--- src/rtl/booth_seq_ctrl.sv ---
// Sequential radix-2 Booth signed multiplier controller, N x N -> 2N, one step per clock.
// Optional abort input enabled by defining BOOTH_SEQ_ABORT_EN.
module booth_seq_ctrl #(
    parameter int N = 8
) (
    input  logic                clk,
    input  logic                rst_n,
    input  logic                start,
    input  logic [N-1:0]        multiplicand,
    input  logic [N-1:0]        multiplier,
`ifdef BOOTH_SEQ_ABORT_EN
    input  logic                abort,
`endif
    output logic                ready,
    output logic                busy,
    output logic                done,
    output logic [2*N-1:0]      product
);

    localparam int CW = $clog2(N) + 1;

    typedef enum logic [1:0] {
        IDLE = 2'd0,
        RUN  = 2'd1,
        DONE = 2'd2
    } state_t;

    state_t               state;
    state_t               state_nxt;
    logic signed [N:0]    acc;
    logic        [N:0]    q;
    logic signed [N:0]    m;
    logic        [CW-1:0] cnt;

    logic signed [N:0]    acc_nxt;
    logic        [N:0]    q_nxt;
    logic [2*N+1:0]       step;
    logic                 abort_req;
    logic                 accept;
    logic                 advance;
    logic                 last;

    // One Booth step: add/sub selected by q[1:0], then arithmetic shift of {acc, q}.
    function automatic logic [2*N+1:0] booth_step(input logic signed [N:0] a,
                                                  input logic        [N:0] qq,
                                                  input logic signed [N:0] mm);
        logic signed [N:0] t;
        case (qq[1:0])
            2'b01:   t = a + mm;
            2'b10:   t = a - mm;
            default: t = a;
        endcase
        return {t[N], t[N:1], t[0], qq[N:1]};
    endfunction

`ifdef BOOTH_SEQ_ABORT_EN
    assign abort_req = abort;
`else
    assign abort_req = 1'b0;
`endif

    assign step    = booth_step(acc, q, m);
    assign acc_nxt = step[2*N+1:N+1];
    assign q_nxt   = step[N:0];

    assign accept  = start && (state != RUN);
    assign advance = (state == RUN) && !abort_req;
    assign last    = advance && (cnt == CW'(N - 1));

    assign ready = (state != RUN);
    assign busy  = (state == RUN);
    assign done  = (state == DONE);

    always_comb begin
        state_nxt = state;
        case (state)
            IDLE: if (start) state_nxt = RUN;
            RUN: begin
                if (abort_req)
                    state_nxt = IDLE;
                else if (cnt == CW'(N - 1))
                    state_nxt = DONE;
            end
            DONE: state_nxt = start ? RUN : IDLE;
            default: state_nxt = IDLE;
        endcase
    end

    always_ff @(posedge clk) begin
        if (!rst_n) begin
            state   <= IDLE;
            acc     <= '0;
            q       <= '0;
            m       <= '0;
            cnt     <= '0;
            product <= '0;
        end else begin
            state <= state_nxt;
            if (accept) begin
                acc <= '0;
                q   <= {multiplier, 1'b0};
                m   <= {multiplicand[N-1], multiplicand};
                cnt <= '0;
            end else if (advance) begin
                acc <= acc_nxt;
                q   <= q_nxt;
                cnt <= cnt + CW'(1);
            end
            // Product is captured from the post-shift values of the final step.
            if (last)
                product <= {acc_nxt[N-1:0], q_nxt[N:1]};
        end
    end

endmodule

--- config.mk ---
export PLATFORM = sky130hd
export DESIGN_NAME = booth_seq_ctrl
export DESIGN_NICKNAME = d
export VERILOG_FILES = /design/src/rtl/booth_seq_ctrl.sv
export SDC_FILE = /design/constraint.sdc
export NUM_CORES = 1
export LEC_CHECK = 0
export CAP_MARGIN = 20
export CORE_ASPECT_RATIO = 0.7
export CORE_UTILIZATION = 40
export CTS_CLUSTER_DIAMETER = 30
export CTS_CLUSTER_SIZE = 16
export DETAILED_ROUTE_END_ITERATION = 12
export HOLD_SLACK_MARGIN = 0.08
export SYNTH_ARGS = -nofsm -noshare
export SYNTH_HDL_FRONTEND = slang
export SYNTH_SLANG_ARGS = --single-unit
--- constraint.sdc ---
create_clock -name clk -period 3.4 [get_ports clk]
set_input_delay 0.34 -clock clk [delete_from_list [all_inputs] [get_ports clk]]
set_output_delay 0.34 -clock clk [all_outputs]
set_load 0.01 [all_outputs]
Word level (Yosys, flattened, before mapping) --
Index checks and enable logic that the tools add are counted.
Cells by class: add/subtract/negate cells 3, eq/ne operators 8, mux-type cells 7, bitwise logic cells 1, reduce and logical (&&, ||, !) cells 6
Operators by type and width (count):
- $mux W9 | 2
- $pmux W9 S2 | 1
- $add A8 B8 Y9 | 1
- $sub A8 B8 Y9 | 1
- $pmux W2 S3 | 1
- $add A4 B1 Y4 const B | 1
- $eq A2 B1 Y1 const B | 2
- $eq A2 B2 Y1 const B | 2
- $eq A4 B3 Y1 const B | 1
- $mux W2 | 2
- $ne A2 B1 Y1 const B | 2
- $logic_and A1 B1 Y1 | 2
- $logic_not A2 Y1 | 1
- $ne A2 B2 Y1 const B | 1
- $reduce_and A2 Y1 | 1
- $reduce_bool A2 Y1 | 1
- $reduce_or A2 Y1 | 1
- $mux W1 | 1
- $not A1 Y1 | 1
Word-level totals: bits in registers 47, output and inout bits 19, word-level logic and storage cells 32

Logic depth before layout (Yosys ltp) --
depth in word-level cells 4, mapped depth 12, gate-level depth less buffers 11

Worst setup path after synthesis --
OpenSTA, ideal clock, no wires.
path kind register -> register, from register q[0], to register acc[7] (netlist name), library setup time 0.116 ns, arrival 2.350 ns, path slack 0.934 ns, stages on the path, launching flop included 13, buffers on the path 1, path through dfxtp_1 -> inv_1 -> ha_1 -> clkbuf_8 -> a31oi_1 -> xnor2_1 -> ha_1 -> a21oi_1 -> o21ai_0 -> or3_1 -> a21oi_2 -> a21oi_1 -> a31o_2
Between the ends: cells in the longest elaborated chain, start to end 2
Ends and longest elaborated chain:
- from (decl) | line 31 | logic [N:0] q;
- from (signal assigned) | line 101 | q <= {multiplier, 1'b0};
- from (signal assigned) | line 106 | q <= q_nxt;
- $eq A2 B2 Y1 / $eq A2 B1 Y1 (equally long branches) | line 48 | case (qq[1:0])
- $pmux W9 S2 * | line 48
Mark *: on every way between the ends. The rest lies on a longest branch, timed or not. A chain may end at the register's enable or synchronous reset.

Worst setup path in the final report --
from register m[2], to register acc[7] (netlist name)
Between the ends: cells in the longest elaborated chain, start to end 2
Ends and longest elaborated chain:
- from (decl) | line 32 | logic signed [N:0] m;
- from (signal assigned) | line 102 | m <= {multiplicand[N-1], multiplicand};
- $sub A8 B8 Y9 / $add A8 B8 Y9 (equally long branches) | line 50, 49
- $pmux W9 S2 * | line 48
Marks and branches as above.

==> flow_summary.json <==
{
  "yosysMostFrequentCell": "dfxtp_1",
  "drc": 0,
  "fin_ws_ns": 0.641,
  "rsz0062_at_grt": "false",
  "ff2ff_path_depth": 10,
  "start_util": 0.432,
  "p_total_uw": 1250,
  "max_freq_mhz": 362,
  "cp_common_cell": "a21oi_1",
  "synthFlopType": "dfxtp_1",
  "area_growth_pct": 21.5,
  "die_h_um": 66.2,
  "clock_latency_ns": 0.31,
  "synth_seq_area_share": 0.399,
  "clkSlewWorstSetupHoldPaths_ns": 0.10,
  "critPathLaunchType": "register",
  "tightest_slew_ns": 0.692,
  "cp_num_cells": 10,
  "htreeDepth": 2,
  "fin_crit_ns": 2.76,
  "crit_path_cell_trace": "nor4_4 > a21oi_1 > xnor2_1 > ha_1 > a21oi_1 > o21ai_0 > or3_1 > a21oi_2 > a21oi_1 > a31o_2",
  "grt_overflow": 0,
  "slowest_delay_ns": 0.40,
  "cts_tree": "yes",
  "fin_crit_sh": 0.812,
  "critPathMaxFanout": 6,
  "cts_buffers": 5,
  "slowest_stage": "dfxtp_1",
  "skew_ns": 0.00919,
  "tns_ns": 0,
  "root_buffer": "clkbuf_8",
  "path_buf_inv": 0,
  "cts.repair.resized": 0,
  "hold_depth": 2,
  "synth_common_cells": "47 x dfxtp_1, 37 x nand2_1, 33 x a21oi_1, 33 x nor2_1",
  "detail_route.first_pass.iterations": 4,
  "grt_pass1_vias": 1928,
  "drv_cap": 0,
  "synth_area_leaders": "dfxtp_1 40%, a21oi_1 7.0%, mux2i_1 5.9%",
  "yosysTopAreaCell": "dfxtp_1",
  "hold_viol": 0,
  "io_buffers": 37,
  "core_area_mm2": 0.00545,
  "yosysWarnings": 0,
  "holdBufCountCts": 0,
  "hold_class": "register to register",
  "yosys.area.top_type_share": 0.399,
  "relSlewSlack": 0.538,
  "fin_area_mm2": 0.00286,
  "clock_sinks": 47,
  "via_count": 2016,
  "path_delay_family": "compound AO/OA/AOI/OAI gates",
  "vdd_drop_max_mv": 0.182,
  "grt_start_max_net_pins": 33,
  "dp.cells": 381,
  "place_ws_ns": 0.682,
  "grt_antenna_before_repair": 0,
  "status": "finished clean",
  "finalNetCount": 347,
  "power_density_mw_per_mm2": 438,
  "async_reset_ff_frac": 0,
  "worstPathRequired_ns": 3.61,
  "die_area_mm2": 0.00621,
  "synth_edf_count": 0,
  "routabilityCongestion": 0.882,
  "place_area_mm2": 0.00276,
  "via_per_inst": 5.18,
  "synth_area_mm2": 0.00236,
  "stdcell_count": 389,
  "synthCells": 287,
  "finalSetupViolCount": 0,
  "ant_nets": 0,
  "grt_pass1_wl_um": 9410,
  "crit_type": "register to register",
  "grt_usage": 0.196,
  "crit_arrival_ns": 2.96,
  "ys_ff_latch": 47,
  "worst_setup_path_end_kind": "register",
  "die_w_um": 93.7,
  "drt_iter0_markers": 118,
  "wl_per_cell_um": 14.1,
  "clockBufferDepth": 2,
  "syn_area_per_cell_um2": 8.21,
  "drive_above_1_share": 0.0505,
  "slew_viol_final": 0,
  "n_antenna_cell": 0,
  "synth_cell_types": 32,
  "totalWireLength_um": 5480,
  "power.leakage_uw": 0.00107,
  "synth_nets": 318,
  "row_count": 22,
  "ios": 38,
  "postCtsSetupRepairBufs": 0,
  "hpwlAfterDp_um": 3820
}
## final timing paths
kind	to	slack (ns)	startpoint
setup / recovery	acc[7]	0.64	m[2]
hold / removal	product[4]	0.46	product[4]
setup reg to reg	acc[7]	0.64	m[2]
hold reg to reg	product[4]	0.46	product[4]
## registers in the layout, indices dropped and copies added (netlist names)
| register | cells |
|---|---|
| product | 16 |
| acc | 8 |
| state | 2 |
| cnt | 4 |
| m | 8 |
| q | 9 |
## report_power, final
group | internal, µW | switching (µW)
sequential | 572 | 22.2
combinational | 134 | 162
clock | 166 | 199
total | 872 | 383
## area by class of cell
| cell class | count | area (µm²) |
|---|---|---|
| clock buffer | 6 | 82.6 |
| clock inverter | 2 | 16.3 |
| fill | 515 | 2590 |
| inverter | 9 | 33.8 |
| multi-input combinational | 212 | 1300 |
| sequential | 47 | 941 |
| tap | 72 | 90.1 |
| timing repair buffer | 41 | 400 |
## logic make-up after synthesis
kind of cell / Yosys count / synth area share
AOI/OAI and AO/OA: 71 / 0.180
xor gates and xnor gates: 15 / 0.0558
adders and majority gates: 12 / 0.0669
buffers and inverters: 28 / 0.0499
DFF: 47 / 0.399
muxes: 14 / 0.0595
and+or+nand+nor: 100 / 0.189
## worst min-delay path, cell delays in order (launching register included)
cell	delay (ns)
dfxtp_1	0.32
nand2_1	0.05
a21oi_1	0.05
## routing by layer
metal | wire, µm | track usage | vias up
met5 | 0 | 0 | -
met4 | 44 | 0.0462 | 0
met3 | 393 | 0.0460 | 7
met2 | 2140 | 0.286 | 55
met1 | 2900 | 0.287 | 903
li1 | - | - | 1051
## metrics by stage
step	util	hold WS (ns)
after floorplan	-	0.436
after detailed placement	0.507	0.448
after global placement	0.507	0.445
after CTS	0.525	0.462
after global routing	0.525	0.487
final	0.525	0.458
## layout by cell type (no fill, tap or decap), types with 8 or more instances in the layout
cell and count:
clkdlybuf4s50_1 37, mux2i_1 14, ha_1 11, nand2_1 37
nand3_1 12, a21oi_1 33, a211oi_1 15, nor2_1 33
inv_1 9, xnor2_1 12, o21ai_0 8, dfxtp_1 47
No activity file was read; power rests on OpenSTA's default activity.
